==> src/rtl/demux1_2_if.sv <==
// demux1_2_if: AXI4-Stream beat bundle (tdata/tvalid/tlast/tready).
// master drives the beat and samples tready; slave does the reverse.
interface demux1_2_if #(
  parameter int unsigned width = 8
);
  logic [width-1:0] tdata;
  logic             tvalid;
  logic             tlast;
  logic             tready;

  modport master (output tdata, output tvalid, output tlast, input tready);
  modport slave  (input tdata, input tvalid, input tlast, output tready);
endinterface

==> src/rtl/demux1_2.sv <==
// demux1_2: frame-aware AXI4-Stream 1-to-2 demultiplexer.
// sel is sampled on the first beat of a frame and held until its tlast beat
// is accepted. A registered output stage gives one cycle of latency.
// Define DEMUX1_2_SKID_EN to add a one-beat skid buffer, which makes
// s_axis.tready a registered signal.
module demux1_2 #(
  parameter int unsigned width = 8
) (
  input  logic        clk,
  input  logic        rst_n,
  input  logic        sel,
  demux1_2_if.slave   s_axis,
  demux1_2_if.master  m0_axis,
  demux1_2_if.master  m1_axis
);

  localparam logic [0:0] IDLE = 1'b0;
  localparam logic [0:0] BUSY = 1'b1;

  logic [0:0]       state_q, state_d;
  logic             route_q, route_d;
  logic             rdy_en_q;
  logic [width-1:0] out_data_q, out_data_d;
  logic             out_last_q, out_last_d;
  logic             out_valid_q, out_valid_d;
  logic             out_dest_q, out_dest_d;
  logic             in_dest, in_xfer, out_xfer, s_ready;

  // Destination of the beat currently on the input
  always_comb in_dest = (state_q == IDLE) ? sel : route_q;

  // Handshake qualifiers for the input and the shared output register
  always_comb begin
    out_xfer = out_valid_q & (out_dest_q ? m1_axis.tready : m0_axis.tready);
    in_xfer  = s_axis.tvalid & s_ready;
  end

  // Route FSM: lock the destination for the remainder of a multi-beat frame
  always_comb begin
    state_d = state_q;
    route_d = route_q;
    if (in_xfer) begin
      if (state_q == IDLE) begin
        if (!s_axis.tlast) begin
          state_d = BUSY;
          route_d = sel;
        end
      end else if (s_axis.tlast) begin
        state_d = IDLE;
      end
    end
  end

  // Startup gate, FSM and route registers
  always_ff @(posedge clk or negedge rst_n) begin
    if (!rst_n) begin
      rdy_en_q <= 1'b0;
      state_q  <= IDLE;
      route_q  <= 1'b0;
    end else begin
      rdy_en_q <= 1'b1;
      state_q  <= state_d;
      route_q  <= route_d;
    end
  end

`ifdef DEMUX1_2_SKID_EN
  logic             skid_valid_q, skid_valid_d;
  logic [width-1:0] skid_data_q, skid_data_d;
  logic             skid_last_q, skid_last_d;
  logic             skid_dest_q, skid_dest_d;
  logic             out_free;

  // Input is accepted whenever the skid slot is empty; no m->s comb path
  always_comb s_ready = rdy_en_q & ~skid_valid_q;

  // Output register refills from the skid first so beat order is preserved;
  // an input beat arriving while the output is stalled parks in the skid.
  always_comb begin
    out_free     = ~out_valid_q | out_xfer;
    out_data_d   = out_data_q;
    out_last_d   = out_last_q;
    out_valid_d  = out_valid_q;
    out_dest_d   = out_dest_q;
    skid_valid_d = skid_valid_q;
    skid_data_d  = skid_data_q;
    skid_last_d  = skid_last_q;
    skid_dest_d  = skid_dest_q;
    if (out_free) begin
      if (skid_valid_q) begin
        out_data_d   = skid_data_q;
        out_last_d   = skid_last_q;
        out_dest_d   = skid_dest_q;
        out_valid_d  = 1'b1;
        skid_valid_d = 1'b0;
      end else if (in_xfer) begin
        out_data_d  = s_axis.tdata;
        out_last_d  = s_axis.tlast;
        out_dest_d  = in_dest;
        out_valid_d = 1'b1;
      end else begin
        out_valid_d = 1'b0;
      end
    end else if (in_xfer) begin
      skid_data_d  = s_axis.tdata;
      skid_last_d  = s_axis.tlast;
      skid_dest_d  = in_dest;
      skid_valid_d = 1'b1;
    end
  end

  // Skid buffer registers
  always_ff @(posedge clk or negedge rst_n) begin
    if (!rst_n) begin
      skid_valid_q <= 1'b0;
      skid_data_q  <= '0;
      skid_last_q  <= 1'b0;
      skid_dest_q  <= 1'b0;
    end else begin
      skid_valid_q <= skid_valid_d;
      skid_data_q  <= skid_data_d;
      skid_last_q  <= skid_last_d;
      skid_dest_q  <= skid_dest_d;
    end
  end
`else
  // Accept when the output register is empty or draining this cycle
  always_comb s_ready = rdy_en_q & (~out_valid_q | out_xfer);

  // Output register loads on input accept, otherwise empties on transfer
  always_comb begin
    out_data_d  = out_data_q;
    out_last_d  = out_last_q;
    out_valid_d = out_valid_q;
    out_dest_d  = out_dest_q;
    if (in_xfer) begin
      out_data_d  = s_axis.tdata;
      out_last_d  = s_axis.tlast;
      out_dest_d  = in_dest;
      out_valid_d = 1'b1;
    end else if (out_xfer) begin
      out_valid_d = 1'b0;
    end
  end
`endif

  // Shared output register
  always_ff @(posedge clk or negedge rst_n) begin
    if (!rst_n) begin
      out_data_q  <= '0;
      out_last_q  <= 1'b0;
      out_valid_q <= 1'b0;
      out_dest_q  <= 1'b0;
    end else begin
      out_data_q  <= out_data_d;
      out_last_q  <= out_last_d;
      out_valid_q <= out_valid_d;
      out_dest_q  <= out_dest_d;
    end
  end

  assign s_axis.tready  = s_ready;
  assign m0_axis.tdata  = out_data_q;
  assign m0_axis.tlast  = out_last_q;
  assign m0_axis.tvalid = out_valid_q & ~out_dest_q;
  assign m1_axis.tdata  = out_data_q;
  assign m1_axis.tlast  = out_last_q;
  assign m1_axis.tvalid = out_valid_q & out_dest_q;

endmodule
==> src/flat_wrapper.sv <==
// flat-port wrapper written by rule: the top's interface ports become plain ports
module demux1_2_flat 
#(
  parameter int unsigned width = 8
)
  (clk, rst_n, sel, s_axis_tdata, s_axis_tvalid, s_axis_tlast, s_axis_tready, m0_axis_tdata, m0_axis_tvalid, m0_axis_tlast, m0_axis_tready, m1_axis_tdata, m1_axis_tvalid, m1_axis_tlast, m1_axis_tready);
  demux1_2_if #(.width(width)) s_axis_i ();
  demux1_2_if #(.width(width)) m0_axis_i ();
  demux1_2_if #(.width(width)) m1_axis_i ();
  input  logic clk;
  input  logic rst_n;
  input  logic sel;
  input wire logic [$bits(s_axis_i.tdata)-1:0] s_axis_tdata;
  input wire logic [$bits(s_axis_i.tvalid)-1:0] s_axis_tvalid;
  input wire logic [$bits(s_axis_i.tlast)-1:0] s_axis_tlast;
  output wire logic [$bits(s_axis_i.tready)-1:0] s_axis_tready;
  output wire logic [$bits(m0_axis_i.tdata)-1:0] m0_axis_tdata;
  output wire logic [$bits(m0_axis_i.tvalid)-1:0] m0_axis_tvalid;
  output wire logic [$bits(m0_axis_i.tlast)-1:0] m0_axis_tlast;
  input wire logic [$bits(m0_axis_i.tready)-1:0] m0_axis_tready;
  output wire logic [$bits(m1_axis_i.tdata)-1:0] m1_axis_tdata;
  output wire logic [$bits(m1_axis_i.tvalid)-1:0] m1_axis_tvalid;
  output wire logic [$bits(m1_axis_i.tlast)-1:0] m1_axis_tlast;
  input wire logic [$bits(m1_axis_i.tready)-1:0] m1_axis_tready;
  assign s_axis_i.tdata = s_axis_tdata;
  assign s_axis_i.tvalid = s_axis_tvalid;
  assign s_axis_i.tlast = s_axis_tlast;
  assign s_axis_tready = s_axis_i.tready;
  assign m0_axis_tdata = m0_axis_i.tdata;
  assign m0_axis_tvalid = m0_axis_i.tvalid;
  assign m0_axis_tlast = m0_axis_i.tlast;
  assign m0_axis_i.tready = m0_axis_tready;
  assign m1_axis_tdata = m1_axis_i.tdata;
  assign m1_axis_tvalid = m1_axis_i.tvalid;
  assign m1_axis_tlast = m1_axis_i.tlast;
  assign m1_axis_i.tready = m1_axis_tready;
  demux1_2 #(.width(width)) u_core (.clk(clk), .rst_n(rst_n), .sel(sel), .s_axis(s_axis_i), .m0_axis(m0_axis_i), .m1_axis(m1_axis_i));
endmodule
==> config.mk <==
export PLATFORM = sky130hd
export DESIGN_NAME = demux1_2_flat
export DESIGN_NICKNAME = d
export VERILOG_FILES = /design/src/rtl/demux1_2_if.sv /design/src/rtl/demux1_2.sv /design/src/flat_wrapper.sv
export SDC_FILE = /design/constraint.sdc
export NUM_CORES = 1
export LEC_CHECK = 0
export ABC_CLOCK_PERIOD_IN_PS = 2110
export BUFFER_PORTS_ARGS = -buffer_cell sky130_fd_sc_hd__buf_2
export CAP_MARGIN = 30
export CORE_MARGIN = 2
export CORE_UTILIZATION = 45
export DETAILED_ROUTE_END_ITERATION = 10
export PLACE_DENSITY = 0.88
export SLEW_MARGIN = 5
export SYNTH_ARGS = -nofsm -noshare
export SYNTH_HDL_FRONTEND = slang
export SYNTH_SLANG_ARGS = --single-unit
==> constraint.sdc <==
create_clock -name clk -period 2.11 [get_ports clk]
set_input_delay 0.211 -clock clk [delete_from_list [all_inputs] [get_ports clk]]
set_output_delay 0.211 -clock clk [all_outputs]
set_load 0.05 [all_outputs]
==> impl_metrics.tcl <==
set metrics [dict create \
    status "complete, no violations" \
    setup-tns-final_ns 0 \
    cts_hold_buf 1 \
    cp_data_arrival_time_ns 1.61 \
    start_util_pct 49.6 \
    register_area_um2 350 \
    dp_hpwl_um 878 \
    place_congestion 0.820 \
    fmax_mhz 550 \
    leakagePower_nw 0.416 \
    antenna_found_initial 0 \
    nNetsFinal 98 \
    port-buffer-count 35 \
    route.detailed.drc 0 \
    wl_per_cell_um 11.6 \
    clk_pin_slew_ns 0.08 \
    reg2reg_slack_ns 0.57 \
    power_density_nw_per_um2 1490 \
    drtIter0Drc 1 \
    grtUsageTotal_pct 14.5 \
    crit_end "s_axis_tready" \
    h-tree-depth 1 \
    synth.avg_cell_area_um2 13.0 \
    fill_cells 110 \
    cts_inserted_buffers 3 \
    synthFlopType "dfrtp_1" \
    grt_pass1_wl_um 1900 \
    timing.rr.start "u_core.out_dest_q$_DFFE_PN0P_" \
    cp_max_fo 5 \
    synth_area_leaders "dfrtp_1, mux2_2, buf_4, mux2i_1, a21oi_4" \
    critical_path_class "reg -> out" \
    drv_cap 0 \
    overflow 0 \
    start_kind "register" \
    syn_nets 66 \
    cts_root_buffer "clkbuf_4" \
    synthTopCellsByCount "dfrtp_1, mux2_2, buf_4" \
    synth_xor_area_share_pct 0 \
    yosys.area.top_type_share_pct 52.9 \
    grt_max_degree 15 \
    peakVddDrop_v 0.000785 \
    core-area_um2 1330 \
    syn_area_um2 662 \
    ios 36 \
    hold_viol_final 0 \
    crit_path_start "u_core.out_dest_q$_DFFE_PN0P_" \
    rows 13 \
    num_vias 464 \
    synth_simple_gate_area_share_pct 6.99 \
    yosysTopAreaCell "dfrtp_1" \
    cts_tree "built" \
    multi_input_area_um2 240 \
    fin_crit_ns 1.82 \
    async_flop_share_pct 100 \
    holdWs_ns 0.154 \
    syn2layout_area_growth_pct 24.0 \
    finalCritPeriodShare_pct 86.1 \
    fp.dieArea_um2 1790 \
    grt_setup_unrepaired "no" \
    clock-sinks 14 \
    clkLatencyLatePin_ns 0.27 \
    synth_edf_count 0 \
    reg2reg_to "u_core.route_q$_DFFE_PN0P_" \
    synthAdderAreaFrac_pct 0 \
    setup_viol 0 \
    critical_path_required_ns 1.90 \
    rr_worst_depth 3 \
    drt_wl_total_um 1110 \
    die_x_um 42.4 \
    synth-compound-area-share_pct 7.18 \
    synth.most_common_cell "dfrtp_1" \
    synth_cells 51 \
    ant_nets 0 \
    antenna_cells 0 \
    drive_above_1_share_pct 64.2 \
    synth.mux.area_fraction_pct 21.6 \
    fp.dieH_um 42.4 \
    ys_seq_area_share_pct 52.9 \
    end_kind "output pin" \
    yosysWarnings 0 \
    synth_top_family_by_area "multiplexers" \
    final_max_slew_viol_count 0 \
    skew_ns 0.00221 \
    synth.distinct_cells 16 \
    drt-vias-per-instance 4.83 \
    clock_path_buffers 2 \
    dr.pass1.iters 2 \
    first_global_vias 422 \
    hold_path_class "in -> reg" \
    cts_resized 0 \
    postCtsSetupRepairBufs 0 \
    ys_ff_latch 14 \
]
## worst min-delay path by stage
stage | from | end | slack [ns] | cells past startpoint
4_1_cts | s_axis_tlast | u_core.state_q$_DFFE_PN0P_ | 0.15 | 2
6_report | s_axis_tlast | u_core.state_q$_DFFE_PN0P_ | 0.15 | 2
3_5_place_dp | rst_n | u_core.m0_axis.tdata[7]$_DFFE_PN0P_ | 0.13 | 1
3_3_place_gp | rst_n | u_core.m0_axis.tdata[2]$_DFFE_PN0P_ | 0.11 | 1
5_1_grt | s_axis_tdata[0] | u_core.m0_axis.tdata[0]$_DFFE_PN0P_ | 0.16 | 2
2_1_floorplan | rst_n | u_core.m0_axis.tdata[0]$_DFFE_PN0P_ | -0.08 | 0
## final cells by class
class | instances | area share (%)
inverter | 1 | 0.457
tap | 15 | 2.29
clock buffer | 3 | 2.74
timing repair buffer | 36 | 22.6
sequential | 14 | 42.7
multi-input combinational | 27 | 29.3
## power breakdown
part	internal, mW	switching, mW
Clock	0.0660	0.0761
Sequential	0.346	0.0607
Combinational	0.171	0.501
Total	0.583	0.638
## metal layers
metal  global-route usage, %  up-vias  wire (um)
met5                       0        -          0
met4                    11.3        0         42
met3                    3.02        4         94
met2                    23.4       22        535
met1                    16.4      211        439
li1                        -      227          -
## cell usage in the layout (no fill, tap or decap)
| cell | count |
|---|---|
| dlygate4sd3_1 | 1 |
| buf_2 | 35 |
| o21ai_0 | 2 |
| a31oi_1 | 1 |
| clkbuf_4 | 3 |
| nor2b_1 | 1 |
| dfrtp_1 | 14 |
| and2_1 | 1 |
| and2_2 | 1 |
| and2b_2 | 1 |
| nand2_1 | 3 |
| conb_1 | 1 |
| a21oi_4 | 1 |
| mux2_2 | 10 |
| nand2b_1 | 1 |
| a2111oi_2 | 1 |
| inv_1 | 1 |
| mux2i_1 | 3 |
## logic make-up after synthesis
kind of cell    after synthesis
buf+inv                      10
mux                          13
simple gates                  8
flops                        14
other cells                   1
compound gates                5
## worst max-delay path, stage by stage, from the launching register on
cell and delay [ns]:
dfrtp_1 0.41, mux2i_1 0.44, nand2_1 0.12, and2_1 0.17, buf_2 0.20
## through the flow
stage | power [mW] | instance area, um2 | setup WS, ns | util (%) | cells
after detailed placement | 1.09 | 788 | 0.561 | 59.1 | 92
after CTS | 1.24 | 821 | 0.279 | 61.5 | 96
after global placement | 1.08 | 788 | 0.619 | 59.1 | 92
final | 1.22 | 821 | 0.293 | 61.5 | 96
after global routing | 1.28 | 821 | 0.181 | 61.5 | 96
after floorplan | 1.01 | 662 | 0.661 | - | 51
## state kept, by name (all words and copies together), names as in the netlist
| register | count |
|---|---|
| u_core.state_q | 1 |
| u_core.m0_axis.tdata | 8 |
| u_core.rdy_en_q | 1 |
| u_core.route_q | 1 |
| u_core.m0_axis.tlast | 1 |
| u_core.out_valid_q | 1 |
| u_core.out_dest_q | 1 |
No activity file was read; power rests on OpenSTA's default activity.
